==> src/rtl/lcd_hd44780_nibble_ctrl.sv <==
// HD44780 4-bit write-only controller: power-on init, then command/data bytes over valid/ready.
// Every delay is derived from CLK_KHZ; E, RS and DB7..DB4 come straight from registers.
module lcd_hd44780_nibble_ctrl #(
  parameter int unsigned CLK_KHZ      = 50000,
  parameter int unsigned EN_CYC       = 12,
  parameter bit          TWO_LINE     = 1'b1,
  parameter logic [7:0]  ENTRY_MODE   = 8'h06,
  parameter logic [7:0]  DISPLAY_CTRL = 8'h0C
) (
  input  logic       Clock,
  input  logic       Reset,
  input  logic       iValid,
  input  logic       iRS,
  input  logic [7:0] iData,
  output logic       oReady,
  output logic       oInitDone,
  output logic       oLCD_Enabled,
  output logic       oLCD_RegisterSelect,
  output logic       oLCD_ReadWrite,
  output logic       oLCD_StrataFlashControl,
  output logic [3:0] oLCD_Data
);

  localparam logic [31:0] T15000    = 32'(CLK_KHZ * 15000 / 1000);
  localparam logic [31:0] T4100     = 32'(CLK_KHZ * 4100 / 1000);
  localparam logic [31:0] T100      = 32'(CLK_KHZ * 100 / 1000);
  localparam logic [31:0] T40       = 32'(CLK_KHZ * 40 / 1000);
  localparam logic [31:0] T1640     = 32'(CLK_KHZ * 1640 / 1000);
  // A zero-length wait would never terminate, so very slow clocks still get one cycle.
  localparam logic [31:0] GAP       = (CLK_KHZ >= 1000) ? 32'(CLK_KHZ / 1000) : 32'd1;
  localparam logic [31:0] PULSE_LEN = (EN_CYC >= 1) ? 32'(EN_CYC) : 32'd1;
  localparam logic [7:0]  FUNC_SET  = TWO_LINE ? 8'h28 : 8'h20;

  typedef enum logic [2:0] {
    PWR_WAIT, SETUP, PULSE, HOLD, GAP_WAIT, NIB_WAIT, POST_WAIT, IDLE
  } stateType;

  stateType    state;
  logic [31:0] count;
  logic [2:0]  step;
  logic        byteMode;
  logic        lowPhase;
  logic [7:0]  curByte;
  logic        curRs;

  logic [31:0] waitLen;
  logic        waitDone;
  logic        longPost;
  logic [2:0]  nextStep;
  logic [7:0]  nextInitByte;

  function automatic logic [31:0] nibWaitLen(input logic [2:0] s);
    case (s)
      3'd0:    nibWaitLen = T4100;
      3'd1:    nibWaitLen = T100;
      default: nibWaitLen = T40;
    endcase
  endfunction

  function automatic logic [3:0] initNibble(input logic [2:0] s);
    case (s)
      3'd3:    initNibble = 4'h2;
      default: initNibble = 4'h3;
    endcase
  endfunction

  function automatic logic [7:0] initByte(input logic [2:0] s);
    case (s)
      3'd4:    initByte = FUNC_SET;
      3'd5:    initByte = ENTRY_MODE;
      3'd6:    initByte = DISPLAY_CTRL;
      default: initByte = 8'h01;
    endcase
  endfunction

  assign oLCD_ReadWrite          = 1'b0;
  assign oLCD_StrataFlashControl = 1'b1;

  // Length of the wait owned by the current state, and next init step to launch.
  always_comb begin
    longPost     = !curRs && (curByte[7:2] == 6'd0);
    nextStep     = step + 3'd1;
    nextInitByte = initByte(nextStep);
    waitLen      = 32'd1;
    case (state)
      PWR_WAIT:  waitLen = T15000;
      PULSE:     waitLen = PULSE_LEN;
      GAP_WAIT:  waitLen = GAP;
      NIB_WAIT:  waitLen = nibWaitLen(step);
      POST_WAIT: waitLen = longPost ? T1640 : T40;
      default:   waitLen = 32'd1;
    endcase
    waitDone = (count == (waitLen - 32'd1));
  end

  // Sequencer: init steps and host bytes share the nibble phases and one counter.
  always_ff @(posedge Clock) begin
    if (Reset) begin
      state               <= PWR_WAIT;
      count               <= 32'd0;
      step                <= 3'd0;
      byteMode            <= 1'b0;
      lowPhase            <= 1'b0;
      curByte             <= 8'h00;
      curRs               <= 1'b0;
      oReady              <= 1'b0;
      oInitDone           <= 1'b0;
      oLCD_Enabled        <= 1'b0;
      oLCD_RegisterSelect <= 1'b0;
      oLCD_Data           <= 4'h0;
    end else begin
      count <= count + 32'd1;
      case (state)
        PWR_WAIT: begin
          if (waitDone) begin
            state               <= SETUP;
            count               <= 32'd0;
            step                <= 3'd0;
            byteMode            <= 1'b0;
            oLCD_RegisterSelect <= 1'b0;
            oLCD_Data           <= initNibble(3'd0);
          end
        end
        SETUP: begin
          state        <= PULSE;
          count        <= 32'd0;
          oLCD_Enabled <= 1'b1;
        end
        PULSE: begin
          if (waitDone) begin
            state        <= HOLD;
            count        <= 32'd0;
            oLCD_Enabled <= 1'b0;
          end
        end
        HOLD: begin
          count <= 32'd0;
          if (!byteMode) begin
            state <= NIB_WAIT;
          end else if (!lowPhase) begin
            state <= GAP_WAIT;
          end else begin
            state <= POST_WAIT;
          end
        end
        GAP_WAIT: begin
          if (waitDone) begin
            state     <= SETUP;
            count     <= 32'd0;
            lowPhase  <= 1'b1;
            oLCD_Data <= curByte[3:0];
          end
        end
        NIB_WAIT, POST_WAIT: begin
          if (waitDone) begin
            count <= 32'd0;
            // Host bytes, and the last init byte, fall back to IDLE.
            if (oInitDone || (step == 3'd7)) begin
              state     <= IDLE;
              oReady    <= 1'b1;
              oInitDone <= 1'b1;
            end else begin
              state               <= SETUP;
              step                <= nextStep;
              oLCD_RegisterSelect <= 1'b0;
              if (nextStep[2]) begin
                byteMode  <= 1'b1;
                lowPhase  <= 1'b0;
                curByte   <= nextInitByte;
                curRs     <= 1'b0;
                oLCD_Data <= nextInitByte[7:4];
              end else begin
                byteMode  <= 1'b0;
                oLCD_Data <= initNibble(nextStep);
              end
            end
          end
        end
        IDLE: begin
          if (iValid) begin
            state               <= SETUP;
            count               <= 32'd0;
            oReady              <= 1'b0;
            byteMode            <= 1'b1;
            lowPhase            <= 1'b0;
            curByte             <= iData;
            curRs               <= iRS;
            oLCD_RegisterSelect <= iRS;
            oLCD_Data           <= iData[7:4];
          end
        end
        default: begin
          state <= PWR_WAIT;
          count <= 32'd0;
        end
      endcase
    end
  end

endmodule

==> config.mk <==
export PLATFORM = sky130hd
export DESIGN_NAME = lcd_hd44780_nibble_ctrl
export DESIGN_NICKNAME = d
export VERILOG_FILES = /design/src/rtl/lcd_hd44780_nibble_ctrl.sv
export SDC_FILE = /design/constraint.sdc
export NUM_CORES = 1
export LEC_CHECK = 0
export ABC_AREA = 1
export CAP_MARGIN = 0
export CORE_MARGIN = 4
export CORE_UTILIZATION = 54
export CTS_CLUSTER_DIAMETER = 100
export DETAILED_ROUTE_END_ITERATION = 10
export GPL_TIMING_DRIVEN = 0
export PLACE_DENSITY = 0.73
export SLEW_MARGIN = 20
export SYNTH_ARGS = -nofsm -noshare
export SYNTH_HDL_FRONTEND = slang
export SYNTH_SLANG_ARGS = --single-unit
==> constraint.sdc <==
create_clock -name Clock -period 4.35 [get_ports Clock]
set_input_delay 0.87 -clock Clock [delete_from_list [all_inputs] [get_ports Clock]]
set_output_delay 0.87 -clock Clock [all_outputs]
set_load 0.01 [all_outputs]
# Yosys cells after proc, flatten, opt, wreduce, memory -nomap -nowiden
# Index checks and enable logic that the tools add are counted.
dict set report op_classes {
  n_addsub 3
  eq_ne 23
  mux 53
  n_reduce_logical 25
}
# op count
set ops {}
lappend ops {{one-hot mux 20 bit (5 select lines)} 1}
lappend ops {{one-hot mux 32 bit (3 select lines)} 1}
lappend ops {{two-way mux 32 bit} 2}
lappend ops {{one-hot mux 18 bit (2 select lines)} 1}
lappend ops {{adder 32 x 1 -> 32 bit (second input constant)} 1}
lappend ops {{== test 32 bit} 1}
lappend ops {{two-way mux 8 bit} 4}
lappend ops {{subtractor 32 x 1 -> 32 bit (second input constant)} 1}
lappend ops {{== test 3 bit (second input constant)} 8}
lappend ops {{two-way mux 3 bit} 8}
lappend ops {{two-way mux 4 bit} 6}
lappend ops {{one-hot mux 3 bit (6 select lines)} 1}
lappend ops {{one-hot mux 6 bit (3 select lines)} 1}
lappend ops {{two-way mux 17 bit} 1}
lappend ops {{two-way mux 1 bit} 16}
lappend ops {{inequality test 2 bit (second input constant)} 8}
lappend ops {{one-hot mux 4 bit (4 select lines)} 1}
lappend ops {{one-hot mux 8 bit (2 select lines)} 1}
lappend ops {{AND reduction 4 bit} 3}
lappend ops {{AND reduction 6 bit} 2}
lappend ops {{AND reduction 5 bit} 2}
lappend ops {{== test 3 x 2 -> 1 bit (second input constant)} 3}
lappend ops {{one-hot mux 1 bit (3 select lines)} 3}
lappend ops {{== test 3 x 1 -> 1 bit (second input constant)} 2}
lappend ops {{17 further kinds} 26}
dict set report word_totals {
  register_bits 57
  in_bits 12
  output_inout_bits 10
  elab_cells 116
}

# Depth between registers and ports, before layout
dict set report depth {
  ltp_word 8
  mapped_depth 18
  depth_no_buf 18
}

# Worst setup path after synthesis
# No wires, ideal clock.
dict set report synth_path {
  path_kind {register -> register}
  from {reg step[1]}
  to {reg count[30]}
  setup_time_ps 114
  t_arrival_ps 2005
  required_time_ps 4236
  path_slack_ps 2231
  path_stages_with_launch 16
  path_buffers 1
  synth_period_minus_slack_ps 2119
  path_cell_list {dfxtp_1 > inv_1 > ha_1 > inv_1 > nor2_1 > o21ai_1 > nand2_1 > inv_1 > nor2_1 > nor3_2 > nand3_4 > nand2_1 > nand2_2 > nand2_2 > buf_4 > nor2_1}
}
dict set report synth_via {
  elab_chain_len 7
  word_cells_on_any_way 8
  cone_classes {1 x add/sub; 2 x eq/ne; 4 x mux; 1 x reduce/logical}
}
# item line
set synth_rtl {}
lappend synth_rtl {{from (decl)} 40} ;# logic [2:0] step;
lappend synth_rtl {{from (signal assigned)} 164} ;# step <= nextStep;
lappend synth_rtl {{== test 3 x 1 -> 1 bit or logical NOT 3 bit (tied branches)} 53} ;# case (s)
lappend synth_rtl {{one-hot mux 18 bit (2 select lines) *} 53}
lappend synth_rtl {{one-hot mux 20 bit (5 select lines) *} 85} ;# case (state)
lappend synth_rtl {{subtractor 32 x 1 -> 32 bit *} 93} ;# waitDone = (count == (waitLen - 32'd1));
lappend synth_rtl {{== test 32 bit *} 93}
lappend synth_rtl {{two-way mux 32 bit *} n/a}
lappend synth_rtl {{one-hot mux 32 bit (3 select lines) *} 113} ;# case (state)
lappend synth_rtl {{to (signal assigned)} 112} ;# count <= count + 32'd1;
lappend synth_rtl {{to (decl)} 39} ;# logic [31:0] count;
# Mark *: on every way between the ends. The rest lies on a longest branch, timed or not.
# A chain may end at the register's enable or synchronous reset.

# Worst setup path after layout
dict set report layout_path {
  from {reg step[1]}
  to {reg count[8]}
}
# The elaborated chain is that of the path after synthesis.

==> key figures <==
Outcome
  • Result of the run: completed

Power
  • Switching component of the power: 0.000545 W
  • Final Power: 0.00158 W
  • Proportion of power drawn by combinational gates: 0.299
  • Switching Fraction: 0.344
  • Power per cell area: 383 nW/um2
  • Share of total power in the clock network: 0.336
  • Worst voltage drop across the vdd grid: around 180 uV
  • Internal: 0.00104 W
  • Leakage: 1.75 nW
  • Power share of the sequential group: 0.365

Synthesis
  • Top FF cell, synth: sky130_fd_sc_hd__dfxtp_1
  • Syn. warnings: 0
  • Flip-flop and latch count after synthesis: 57
  • Count of unique library cells instantiated by Yosys: 45
  • Total nets after synthesis: 577
  • Mean instance size in the synthesized netlist: 6.53 um2
  • Post-Synthesis Cells: between 500 and 600
  • Post-Synthesis Cell Area: 3640 um2
  • Proportion of register bits with asynchronous set or reset after synthesis: 0
  • Part of the Yosys area used for sequential elements: 0.314
  • Number of flops mapped to enable cells by yosys: 0

Timing
  • Hold slack final: 449 ps
  • Maximum clock skew at final layout: 6.45 ps
  • Number of slew-limit violations in the final report: 0
  • Final worst path period need: 2570 ps
  • Count of final setup violators: 0
  • Slew at the pin closest to its max-slew limit: 521 ps
  • Final total negative setup slack: 0 ps
  • Share of the cycle needed by the critical path after routing: 0.590
  • Max Fclk: 389 MHz
  • RSZ-0062 raised after global routing: false
  • Worst slew margin: 0.650
  • Final hold violation count: 0

Global routing
  • Wire length of the first global-routing pass: 15600 um
  • Antenna violations before repair: 0
  • Overall global routing resource usage: 0.233
  • Grt peak-use layer: met2
  • Met2 track utilization from global routing: 0.408
  • Maximum number of pins on one net before global-route repair: 11
  • Vias in the first global route: 3452
  • GR met1 Demand/Resource: 0.266
  • Routing usage on met3: 0.0518
  • GR Overflow Total: 0

CTS
  • Root Buffer Master: sky130_fd_sc_hd__clkbuf_8
  • Post_cts resized: 0
  • Clock sink count: 57
  • Hold Buf Count CTS: 0
  • Clock slew at reported path FFs: approximately 70 ps
  • Deepest level of the CTS H-tree: 3
  • Number of buffers on the longest clock path: 2
  • Number of buffers inserted to repair setup after CTS: 0
  • Clock tree from TritonCTS: yes
  • Clock latency on the worst-skew pair: ~340 ps
  • TritonCTS Buffers: 9

Finish
  • Commonest cells after routing, fill and taps aside: sky130_fd_sc_hd__nand2_1 (126), sky130_fd_sc_hd__nor2_1 (89), sky130_fd_sc_hd__inv_1 (64)
  • Layout Utilization: 0.640
  • Ant diodes: 0
  • Proportion of layout cells with a drive suffix above 1: 0.110
  • Post-synthesis to final-layout area growth: 13.6%
  • Most frequent standard cell in the layout excluding fill and tap cells: sky130_fd_sc_hd__nand2_1
  • Finished Cell Area: 4130 um2
  • Number of nets in the layout: 607

Floorplanning
  • Starting density of the core: 0.564
  • Chip Height: 90.1 um
  • Overall die width: 90.1 um
  • CORE AREA: between 6000 and 7000 um2
  • Die footprint: 8120 um2
  • Top Ports: 22
  • Placement row count: 29

Setup path
  • Classification of the worst setup path: flip-flop to flip-flop
  • Endpoint arrival time on the critical path: roughly 2800 ps
  • CP max stage delay: 390 ps
  • Worst-case reg-to-reg path depth: 15
  • Worst endpoint required time: between 4000 and 5000 ps
  • Reg2reg end: count[8]
  • CP Capture Type: flip-flop
  • CP startpoint: step[1]
  • Slack of the worst reg-to-reg path: roughly 1800 ps
  • Crit path max fanout: 10
  • Timing endpoint of the critical path: count[8]
  • CP max-delay cell: sky130_fd_sc_hd__dfxtp_1
  • Origin of the critical flop-to-flop path: step[1]
  • Cell chain of the critical path: inv_1, ha_1, inv_1, nor2_1, o21ai_1, nand2_1, inv_1, nor2_1, nor3_2, nand3_4, nand2_1, nand2_2, nand2_2, buf_4, nor2_1
  • Type of origin of the critical path: flip-flop

Detailed routing
  • Via count: 3574
  • Starting DRT DRC Count: 196
  • Via density per instance: 5.34
  • DRC viols: 0
  • Count of antenna-violating nets left after detailed routing: 0
  • Routed wire length per instance: 13.5 um
  • DRT Pass-1 Iters: 5
  • Routed wire length: 9030 um

Place
  • Final weighted congestion of routability-driven global placement: 0.902
  • Detailed placer's ending HPWL: 6730 um
  • Placed Instance Area: 3930 um2
  • Port Buffers: 19

Flow run
  • Number of max-capacitance violations reported: 0

Worst hold path
  • Min-Delay Path Class: flip-flop to flip-flop
  • Instance count along the most critical hold path: 2
metal layers:
metal  vias up  share of wire
li1       1845              -
met3        26          0.044
met5         -              0
met1      1612           0.43
met4         0          0.027
met2        91           0.50
worst max-delay path, delay by kind of cell, from the launching register on:
family / cells / cell delay (ps)
and+or+nand+nor: 9 / 1180
AOI/OAI and AO/OA: 1 / 230
adders and majority gates: 1 / 210
DFF: 1 / 390
buffers and inverters: 4 / 460
Yosys cell counts, drive strengths merged (8+ instances only):
| cell | n | area, um2 |
|---|---|---|
| nand4 | 14 | 87.6 |
| nand3 | 41 | 240 |
| nor3 | 20 | 115 |
| inv | 75 | 282 |
| o21ai | 28 | 166 |
| dfxtp | 57 | 1140 |
| a21oi | 27 | 135 |
| xor2 | 14 | 123 |
| nand2 | 137 | 547 |
| ha | 8 | 100 |
| nor2 | 94 | 384 |
| buf | 10 | 87.6 |
power groups by stage:
stage / combinational (W) / sequential [W] / clock (W)
floorplan: 0.000346 / 0.000591 / 0
global placement: 0.000456 / 0.000588 / 0
detailed placement: 0.000468 / 0.000590 / 0
CTS: 0.000472 / 0.000578 / 0.000532
global route: 0.000533 / 0.000583 / 0.000561
finish: 0.000473 / 0.000578 / 0.000532
flip-flops by register name (all words and copies together) (netlist names):
signal and count:
byteMode 1, count 32, curByte 8, curRs 1, lowPhase 1, oInitDone 1
oLCD_Data 4, oLCD_Enabled 1, oLCD_RegisterSelect 1, oReady 1, state 3, step 3
worst min path at each step:
stage | from | to
4_1_cts | oReady | oReady
3_3_place_gp | oReady | oReady
2_1_floorplan | lowPhase | lowPhase
3_5_place_dp | oReady | oReady
6_report | oReady | oReady
5_1_grt | lowPhase | lowPhase
layout make-up:
class                      instances  area, um2
timing repair buffer              19        190
fill                             623       2320
sequential                        57       1140
multi-input combinational        411       2110
buffer                            14        103
inverter                          75        282
clock inverter                     2       35.0
clock buffer                      14        173
tap                               77       96.3
through the flow:
| stage | worst slack, ps | cells |
|---|---|---|
| 6_report | 1780 | 669 |
| 2_1_floorplan | 2230 | 557 |
| 3_3_place_gp | 1810 | 653 |
| 3_5_place_dp | 1780 | 653 |
| 4_1_cts | 1770 | 669 |
| 5_1_grt | 1460 | 669 |
logic make-up (layout without fill, tap and decap cells):
family,Yosys count,after routing,synth area share
AOI/OAI and AO/OA,65,65,0.103
xor gates and xnor gates,15,15,0.0361
adders and majority gates,8,8,0.0275
buffers and inverters,89,124,0.106
DFF,57,57,0.314
other,2,2,0.00206
and+or+nand+nor,321,321,0.413
Power figures use the tool's default switching activity.
